===== config.mk =====
export PLATFORM = sky130hd
export DESIGN_NAME = ppe_sync
export DESIGN_NICKNAME = d
export VERILOG_FILES = /design/src/rtl/ppe_sync.sv
export SDC_FILE = /design/constraint.sdc
export NUM_CORES = 1
export LEC_CHECK = 0
export ABC_AREA = 0
export BUFFER_PORTS_ARGS = -buffer_cell sky130_fd_sc_hd__buf_2
export CORE_ASPECT_RATIO = 0.6
export CORE_MARGIN = 4
export CORE_UTILIZATION = 28
export DETAILED_ROUTE_END_ITERATION = 12
export GPL_TIMING_DRIVEN = 0
export PLACE_DENSITY = 0.42
export SLEW_MARGIN = 25
export SYNTH_ARGS = -nofsm -noshare
export SYNTH_HDL_FRONTEND = slang
export SYNTH_SLANG_ARGS = --single-unit

===== constraint.sdc =====
create_clock -name clk -period 8.32 [get_ports clk]
set_input_delay 0.416 -clock clk [delete_from_list [all_inputs] [get_ports clk]]
set_output_delay 0.416 -clock clk [all_outputs]
set_load 0.02 [all_outputs]

===== src/rtl/ppe_sync.sv =====
// Partial-processing element: loads a 1-D filter from weight packets, then
// slides it across each accepted spike row, emitting one psum packet per position.
module ppe_sync #(
  parameter int PKT_W           = 30,
  parameter int ADDR_W          = 4,
  parameter int MY_ADDR         = 5,
  parameter int OUT_ADDR        = 9,
  parameter int W_BITS          = 8,
  parameter int WEIGHTS_PER_PKT = 3,
  parameter int FILTER_W        = 5,
  parameter int IFMAP_W         = 25,
  parameter int PSUM_W          = 16
) (
  input  logic             clk,
  input  logic             rst_n,
  input  logic             in_valid,
  output logic             in_ready,
  input  logic [PKT_W-1:0] in_data,
  output logic             out_valid,
  input  logic             out_ready,
  output logic [PKT_W-1:0] out_data,
  output logic             out_last,
  output logic             weights_ready,
  output logic             err_pulse
);

  localparam int OUT_N  = IFMAP_W - FILTER_W + 1;
  localparam int IDX_W  = (OUT_N > 1) ? $clog2(OUT_N) : 1;
  localparam int PTR_W  = $clog2(FILTER_W + WEIGHTS_PER_PKT + 1);
  localparam int OP_BIT = PKT_W - ADDR_W - 1;
  localparam int WB_W   = W_BITS * WEIGHTS_PER_PKT;

  localparam logic [0:0] S_IDLE = 1'b0;
  localparam logic [0:0] S_EMIT = 1'b1;

  localparam logic [IDX_W-1:0]  LAST_IDX = IDX_W'(OUT_N - 1);
  localparam logic [ADDR_W-1:0] MY_A     = ADDR_W'(MY_ADDR);
  localparam logic [ADDR_W-1:0] OUT_A    = ADDR_W'(OUT_ADDR);
  localparam logic [PTR_W-1:0]  FULL_PTR = PTR_W'(FILTER_W);

  logic [0:0]               state;
  logic [IFMAP_W-1:0]       row_reg;
  logic [IDX_W-1:0]         idx_reg;
  logic [PTR_W-1:0]         ptr_reg;
  logic [FILTER_W-1:0][W_BITS-1:0]        taps;
  logic [WEIGHTS_PER_PKT-1:0][W_BITS-1:0] wbytes;

  logic in_fire, out_fire, addr_ok, opcode;
  logic w_acc, s_acc, drop, advance, finish;
  logic [PTR_W-1:0] ptr_sum;

  assign in_ready = (state == S_IDLE);
  assign in_fire  = in_valid && in_ready;
  assign out_fire = out_valid && out_ready;
  assign addr_ok  = (in_data[PKT_W-1 -: ADDR_W] == MY_A);
  assign opcode   = in_data[OP_BIT];
  assign w_acc    = in_fire && addr_ok && !opcode;
  // A spike row is only usable once every tap holds a weight.
  assign s_acc    = in_fire && addr_ok && opcode && weights_ready;
  assign drop     = in_fire && !(w_acc || s_acc);
  assign advance  = out_fire && (idx_reg != LAST_IDX);
  assign finish   = out_fire && (idx_reg == LAST_IDX);
  assign ptr_sum  = ptr_reg + PTR_W'(WEIGHTS_PER_PKT);

  // Weight bytes, most significant first.
  for (genvar gj = 0; gj < WEIGHTS_PER_PKT; gj++) begin : g_wbyte
    assign wbytes[gj] = in_data[WB_W-1-gj*W_BITS -: W_BITS];
  end

  // Each tap picks up the byte whose offset from the pointer lands on it.
  for (genvar gi = 0; gi < FILTER_W; gi++) begin : g_tap
    logic              we;
    logic [W_BITS-1:0] wval;
    logic [W_BITS-1:0] tap_reg;

    always_comb begin
      we   = 1'b0;
      wval = '0;
      for (int j = 0; j < WEIGHTS_PER_PKT; j++) begin
        if (w_acc && (int'(ptr_reg) + j == gi)) begin
          we   = 1'b1;
          wval = wbytes[j];
        end
      end
    end

    always_ff @(posedge clk or negedge rst_n) begin
      if (!rst_n) begin
        tap_reg <= '0;
      end else if (we) begin
        tap_reg <= wval;
      end
    end

    assign taps[gi] = tap_reg;
  end

  always_ff @(posedge clk or negedge rst_n) begin
    if (!rst_n) begin
      ptr_reg       <= '0;
      weights_ready <= 1'b0;
    end else if (w_acc) begin
      if (ptr_sum >= FULL_PTR) begin
        ptr_reg       <= '0;
        weights_ready <= 1'b1;
      end else begin
        ptr_reg       <= ptr_sum;
        weights_ready <= 1'b0;
      end
    end
  end

  // Psum for the next packet: index 0 of the incoming row on acceptance,
  // otherwise the following index of the latched row.
  logic [IFMAP_W-1:0] row_sel;
  logic [IFMAP_W-1:0] window;
  logic [IDX_W-1:0]   idx_sel;
  logic [PSUM_W-1:0]  psum_next;
  logic [PKT_W-1:0]   pkt_next;

  always_comb begin
    row_sel   = s_acc ? in_data[IFMAP_W-1:0] : row_reg;
    idx_sel   = s_acc ? '0 : idx_reg + 1'b1;
    window    = row_sel >> idx_sel;
    psum_next = '0;
    for (int k = 0; k < FILTER_W; k++) begin
      if (window[k]) begin
        psum_next = psum_next + PSUM_W'(taps[k]);
      end
    end
    pkt_next                       = '0;
    pkt_next[PKT_W-1 -: ADDR_W]    = OUT_A;
    pkt_next[PSUM_W +: IDX_W]      = idx_sel;
    pkt_next[PSUM_W-1:0]           = psum_next;
  end

  always_ff @(posedge clk or negedge rst_n) begin
    if (!rst_n) begin
      state     <= S_IDLE;
      row_reg   <= '0;
      idx_reg   <= '0;
      out_valid <= 1'b0;
      out_data  <= '0;
      out_last  <= 1'b0;
    end else if (s_acc) begin
      state     <= S_EMIT;
      row_reg   <= in_data[IFMAP_W-1:0];
      idx_reg   <= '0;
      out_valid <= 1'b1;
      out_data  <= pkt_next;
      out_last  <= (LAST_IDX == '0);
    end else if (advance) begin
      idx_reg   <= idx_sel;
      out_data  <= pkt_next;
      out_last  <= (idx_sel == LAST_IDX);
    end else if (finish) begin
      state     <= S_IDLE;
      out_valid <= 1'b0;
      out_last  <= 1'b0;
    end
  end

  always_ff @(posedge clk or negedge rst_n) begin
    if (!rst_n) begin
      err_pulse <= 1'b0;
    end else begin
      err_pulse <= drop;
    end
  end

endmodule


Word-level counts from Yosys, hierarchy flattened
Index checks and enable logic that the tools add are counted.
{"block": "totals", "inputBits": 34, "reg_bits": 108, "out_inout_bits": 35}
{"block": "op_classes", "addsub": 8, "mux": 48, "n_shift": 1, "n_lt_le_gt_ge": 1, "bitwise": 1, "reduce_logical": 34, "n_eq_ne": 17}
{"operator": "32-bit by 3-bit == test with 1-bit output, second input constant", "count": 4}
{"operator": "8-bit 2-to-1 mux", "count": 16}
{"operator": "32-bit logical NOT", "count": 3}
{"operator": "16-bit by 8-bit adder with 16-bit output", "count": 4}
{"operator": "32-bit by 2-bit == test with 1-bit output, second input constant", "count": 2}
{"operator": "16-bit 2-to-1 mux", "count": 4}
{"operator": "30-bit 2-to-1 mux", "count": 2}
{"operator": "25-bit 2-to-1 mux", "count": 1}
{"operator": "25-bit by 5-bit >> shifter with 5-bit output", "count": 1}
{"operator": "1-bit logical AND", "count": 24}
{"operator": "1-bit 2-to-1 mux", "count": 21}
{"operator": "5-bit 2-to-1 mux", "count": 3}
{"operator": "4-bit by 3-bit == test with 1-bit output, second input constant", "count": 3}
{"operator": "5-bit by 3-bit == test with 1-bit output, second input constant", "count": 2}
{"operator": "5-bit == test, second input constant", "count": 2}
{"operator": "4-bit by 1-bit adder with 5-bit output, second input constant", "count": 1}
{"operator": "4-bit by 2-bit adder with 5-bit output, second input constant", "count": 1}
{"operator": "5-bit by 1-bit adder with 5-bit output, second input constant", "count": 1}
{"operator": "5-bit != test, second input constant", "count": 1}
{"operator": "4-bit by 2-bit adder with 4-bit output, second input constant", "count": 1}
{"operator": "4-bit by 2-bit == test with 1-bit output, second input constant", "count": 1}
{"operator": "4-bit == test, second input constant", "count": 1}
{"operator": "4-bit by 3-bit >= comparator with 1-bit output, second input constant", "count": 1}
{"operator": "4-bit 2-to-1 mux", "count": 1}
{"operator": "other kinds (7)", "count": 9}

Logic depth before layout (Yosys ltp)
{"block": "logic_depth", "word_depth": 18, "ltp_mapped": 41, "mapped_depth_nobuf": 37}

Least setup slack after synthesis
Ideal clock, no wire load.
{"block": "synth_timing", "kind": "register -> register", "startpoint": "register idx_reg[0]", "endpoint": "register out_data[9]", "slack_ns": 0.609, "t_arrival_ns": 7.591, "n_path_buf": 4, "stages_incl_launch_ff": 40, "synth_period_minus_slack_ns": 7.711, "setup_time_ns": 0.120, "cell_sequence": "dfrtp_1 > buf_2 > clkinv_1 > ha_1 > buf_6 > buf_12 > mux4_2 > mux4_2 > nor2_1 > o31a_1 > clkbuf_1 > nor2b_1 > ha_1 > inv_1 > fa_1 > nor2b_1 > o21ai_0 > a21boi_0 > [4 not listed] > ha_1 > o21a_1 > o31a_1 > a211oi_1 > o21bai_1 > ha_1 > o21a_1 > o31a_1 > a211oi_1 > a31o_2 > o21bai_1 > ha_1 > o21a_1 > o31a_1 > o21bai_1 > mux2i_1 > a221o_1 > and3_1"}
{"block": "synth_between", "elab_chain_len": 14, "elab_cells_between_ends": 17}
{"item": "start, declared", "line": "43", "rtl": "logic [IDX_W-1:0] idx_reg;"}
{"item": "start signal, assigned", "line": "153", "rtl": "idx_reg <= idx_sel;"}
{"item": "5-bit by 1-bit adder with 5-bit output", "line": "123", "rtl": "idx_sel = s_acc ? '0 : idx_reg + 1'b1;"}
{"item": "5-bit 2-to-1 mux", "line": "123"}
{"item": "25-bit by 5-bit >> shifter with 5-bit output", "line": "124", "rtl": "window = row_sel >> idx_sel;"}
{"item": "8-bit 2-to-1 mux", "line": "127", "rtl": "if (window[k]) begin"}
{"item": "16-bit by 8-bit adder with 16-bit output", "line": "128", "rtl": "psum_next = psum_next + PSUM_W'(taps[k]);"}
{"item": "16-bit 2-to-1 mux", "line": "127"}
{"item": "16-bit by 8-bit adder with 16-bit output", "line": "128"}
{"item": "16-bit 2-to-1 mux", "line": "127"}
{"item": "16-bit by 8-bit adder with 16-bit output", "line": "128"}
{"item": "16-bit 2-to-1 mux", "line": "127"}
{"item": "16-bit by 8-bit adder with 16-bit output", "line": "128"}
{"item": "16-bit 2-to-1 mux", "line": "127"}
{"item": "30-bit 2-to-1 mux", "line": "152", "rtl": "end else if (advance) begin"}
{"item": "30-bit 2-to-1 mux", "line": "145", "rtl": "end else if (s_acc) begin"}
{"item": "end signal, assigned", "line": "150", "rtl": "out_data <= pkt_next;"}
{"item": "end signal, assigned", "line": "154", "rtl": "out_data <= pkt_next;"}
{"item": "end, declared", "line": "21", "rtl": "output logic [PKT_W-1:0] out_data,"}
Parallel ways exist; a longest one is shown, timed or not. The select of a mux whose other input is x is not followed.
A chain may end at the register's enable or synchronous reset.

Worst setup path after layout
Same ends and word-level chain as after synthesis.

==> reports/qor.txt <==
WP data arrival -> 8.23 ns
Layout Skew -> 0.00986 ns
commonest non-fill, non-tap cell in the layout -> nand2_1
DP Cell Count -> 1328
Via density -> 5.12
first-pass GRT wire length -> 41700 µm
post-layout min period -> 7.96 ns
CP Class -> reg2reg
Starting Density -> 28.5%
Gate Count Post-Synth -> 900
antenna cells -> 0
Port Buffers -> 57
CTS H-tree depth -> 3
max-cap viol count -> 0
dpl hpwl -> 21700 µm
delay of the slowest critical-path stage -> 0.51 ns
CTS buffer count -> 9
crit start category -> flop
crit-path max FO -> 10
slowest cell on the critical path -> mux4_2
Synth Cell Area -> 7560 µm²
fmax -> 126 MHz
share of layout cells above drive strength 1 -> 15.9%
Synth async-reset ratio -> 100%
CTS Sinks -> 96
post-synthesis register bit count -> 96
worst slew pin tran -> 0.966 ns
commonest non-fill, non-tap cells in the layout -> 171 x nand2_1, 96 x dfrtp_1, 73 x nor2_1
final wirelength -> 27400 µm
Worst EP required -> 8.59 ns
Pleak -> 4.04 nW
routed len/inst -> 20.3 µm
post-synthesis sequential area ratio -> 31.8%
die width -> 220 µm
Largest register FFs -> 40
Syn-to-layout area delta -> 17.6%
Final ANT Viol Nets -> 0
Hold WS -> 0.0136 ns
maximum vdd drop -> 0.118 mV
Pre-antenna DRT Iters -> 6
TritonCTS clock tree -> built
Slew HR -> 35.6%
Final Util -> 33.6%
number of synthesized flops with an enable pin -> 0
Top FF cell, synth -> dfrtp_1
YS warnings -> 0
max-slew violations -> 0
row count -> 46
DR iter-0 viols -> 671
syn_area_per_cell -> 8.40 µm²
initial antenna violation count -> 1
Setup violations, final -> 0
DR DRC count -> 0
Worst Slack Setup Final -> 0.359 ns
Via Count -> 6906
Clock Tree Buf Depth -> 2
largest net degree at the start of global routing -> 56
grt total ovfl -> 0
nets@finish -> 1068
non-filler cells, final -> 1349
fin crit share -> 95.7%
status -> complete, no violations
Overall Global Routing Usage -> 18.9%
number of hold buffers added after cts -> 0
clk slew on worst S/H paths -> 0.07 ns
die area -> 29800 µm²
final hold vios -> 0
die span in y -> 135 µm
Reg2Reg Depth -> 36
worst hold path class -> in2async
# IOs -> 69
pre-CTS setup slack -> -1.02 ns
root buffer cell -> clkbuf_16
vias in the first global route -> 6483
worst-skew pair later-pin latency -> 0.38 ns
crit end category -> flop
ratio of total power to cell area -> 396 nW/µm²
routability cong. -> 0.859
post-synth cell types -> 72
total core area -> 26500 µm²
-- metal layers --
layer	part of all wire [%]	global-route usage, %
met5	0	0
met2	34	21.8
met4	0.81	2.58
met1	56	31.2
met3	9.9	8.61
-- synth_stat cells, types with 3 or more instances --
cell | instances | area [µm²]
nand2_1 | 171 | 642
dfrtp_1 | 96 | 2400
o21ai_0 | 76 | 380
nor2_1 | 73 | 274
ha_1 | 44 | 551
a21oi_1 | 42 | 210
clkbuf_1 | 32 | 120
inv_1 | 31 | 116
nand3_1 | 31 | 155
mux2i_1 | 29 | 290
nor2b_1 | 15 | 93.8
o21a_1 | 15 | 113
o22ai_1 | 15 | 93.8
a222oi_1 | 14 | 140
xnor2_1 | 13 | 114
a21o_1 | 12 | 90.1
buf_4 | 12 | 90.1
xor2_1 | 12 | 105
a211oi_1 | 10 | 75.1
mux4_2 | 10 | 225
nor3_1 | 10 | 50.1
a22oi_1 | 8 | 60.1
a31oi_1 | 8 | 50.1
and2_1 | 8 | 50.1
buf_2 | 7 | 35.0
and3_1 | 6 | 37.5
mux2_2 | 6 | 67.6
o21bai_1 | 6 | 45.0
o31a_1 | 6 | 52.6
or2_2 | 6 | 37.5
mux4_1 | 5 | 131
fa_1 | 4 | 80.1
nand2b_1 | 4 | 25.0
nor3b_1 | 4 | 30.0
o211ai_1 | 4 | 30.0
a21boi_0 | 3 | 22.5
buf_1 | 3 | 11.3
nand4_1 | 3 | 18.8
o31ai_1 | 3 | 22.5
o41ai_1 | 3 | 26.3
-- per-stage QoR --
stage | TNS [ns] | total power [W] | cell area, µm²
4_1_cts | 0 | 0.00345 | 8770
2_1_floorplan | 0 | 0.00233 | 7600
3_5_place_dp | -4.04 | 0.00290 | 8370
3_3_place_gp | -4.48 | 0.00290 | 8330
6_report | 0 | 0.00352 | 8890
5_1_grt | -0.0392 | 0.00385 | 8890
-- critical path, delay by kind of cell (launching register included) --
kind / cells / cell delay [ns]
compound gates: 16 / 3.12
fa+ha+maj: 6 / 1.83
mux: 3 / 1.12
buf+inv: 6 / 0.83
simple gates: 4 / 0.41
flops: 1 / 0.39
xor+xnor: 1 / 0.14
-- kinds of logic (layout without fill, tap and decap cells) --
kind of cell	count (synthesis)	after routing	synth area share [%]
AOI/OAI and AO/OA	247	247	21.8
xor gates and xnor gates	26	26	3.11
other	1	11	0.0496
adders and majority gates	48	48	8.34
muxes	50	50	9.45
and+or+nand+nor	344	344	20.1
DFF	96	96	31.8
buffers and inverters	88	167	5.40
-- path summary, 6_finish.rpt --
check / start / end / slack (ns)
worst max-delay path: idx_reg[0]$_DFFE_PN0P_ / out_data[9]$_DFFE_PN0P_ / 0.36
worst min-delay path: rst_n / idx_reg[3]$_DFFE_PN0P_ / 0.01
worst max register to register: idx_reg[0]$_DFFE_PN0P_ / out_data[9]$_DFFE_PN0P_ / 0.36
worst min register to register: out_data[11]$_DFFE_PN0P_ / out_data[11]$_DFFE_PN0P_ / 0.48
max in group asynchronous: rst_n / g_tap[4].tap_reg[3]$_DFFE_PN0P_ / 7.66
min in group clk: in_data[24] / row_reg[24]$_DFF_PN0_ / 0.23
-- area by class of cell --
class / instances / area [µm²]
Multi-Input combinational cell: 726 / 4900
Clock buffer: 9 / 225
Inverter: 32 / 125
Timing Repair Buffer: 65 / 369
Buffer: 56 / 312
Clock inverter: 5 / 106
Sequential cell: 96 / 2400
Tap cell: 360 / 450
Fill cell: 2869 / 17600
-- report_power, final --
| part | internal (W) | switching [W] |
|---|---|---|
| Sequential | 0.000610 | 0.000146 |
| Combinational | 0.000954 | 0.00131 |
| Clock | 0.000292 | 0.000207 |
-- what timing repair did --
item                                   4_1_cts  5_1_grt
resized for setup                           15       21
setup endpoints to repair                    6        4
buffers inserted                             2        4
endpoints found under the hold margin        0        0
pin swaps                                    2        7
(Power assumes the default switching activity.)
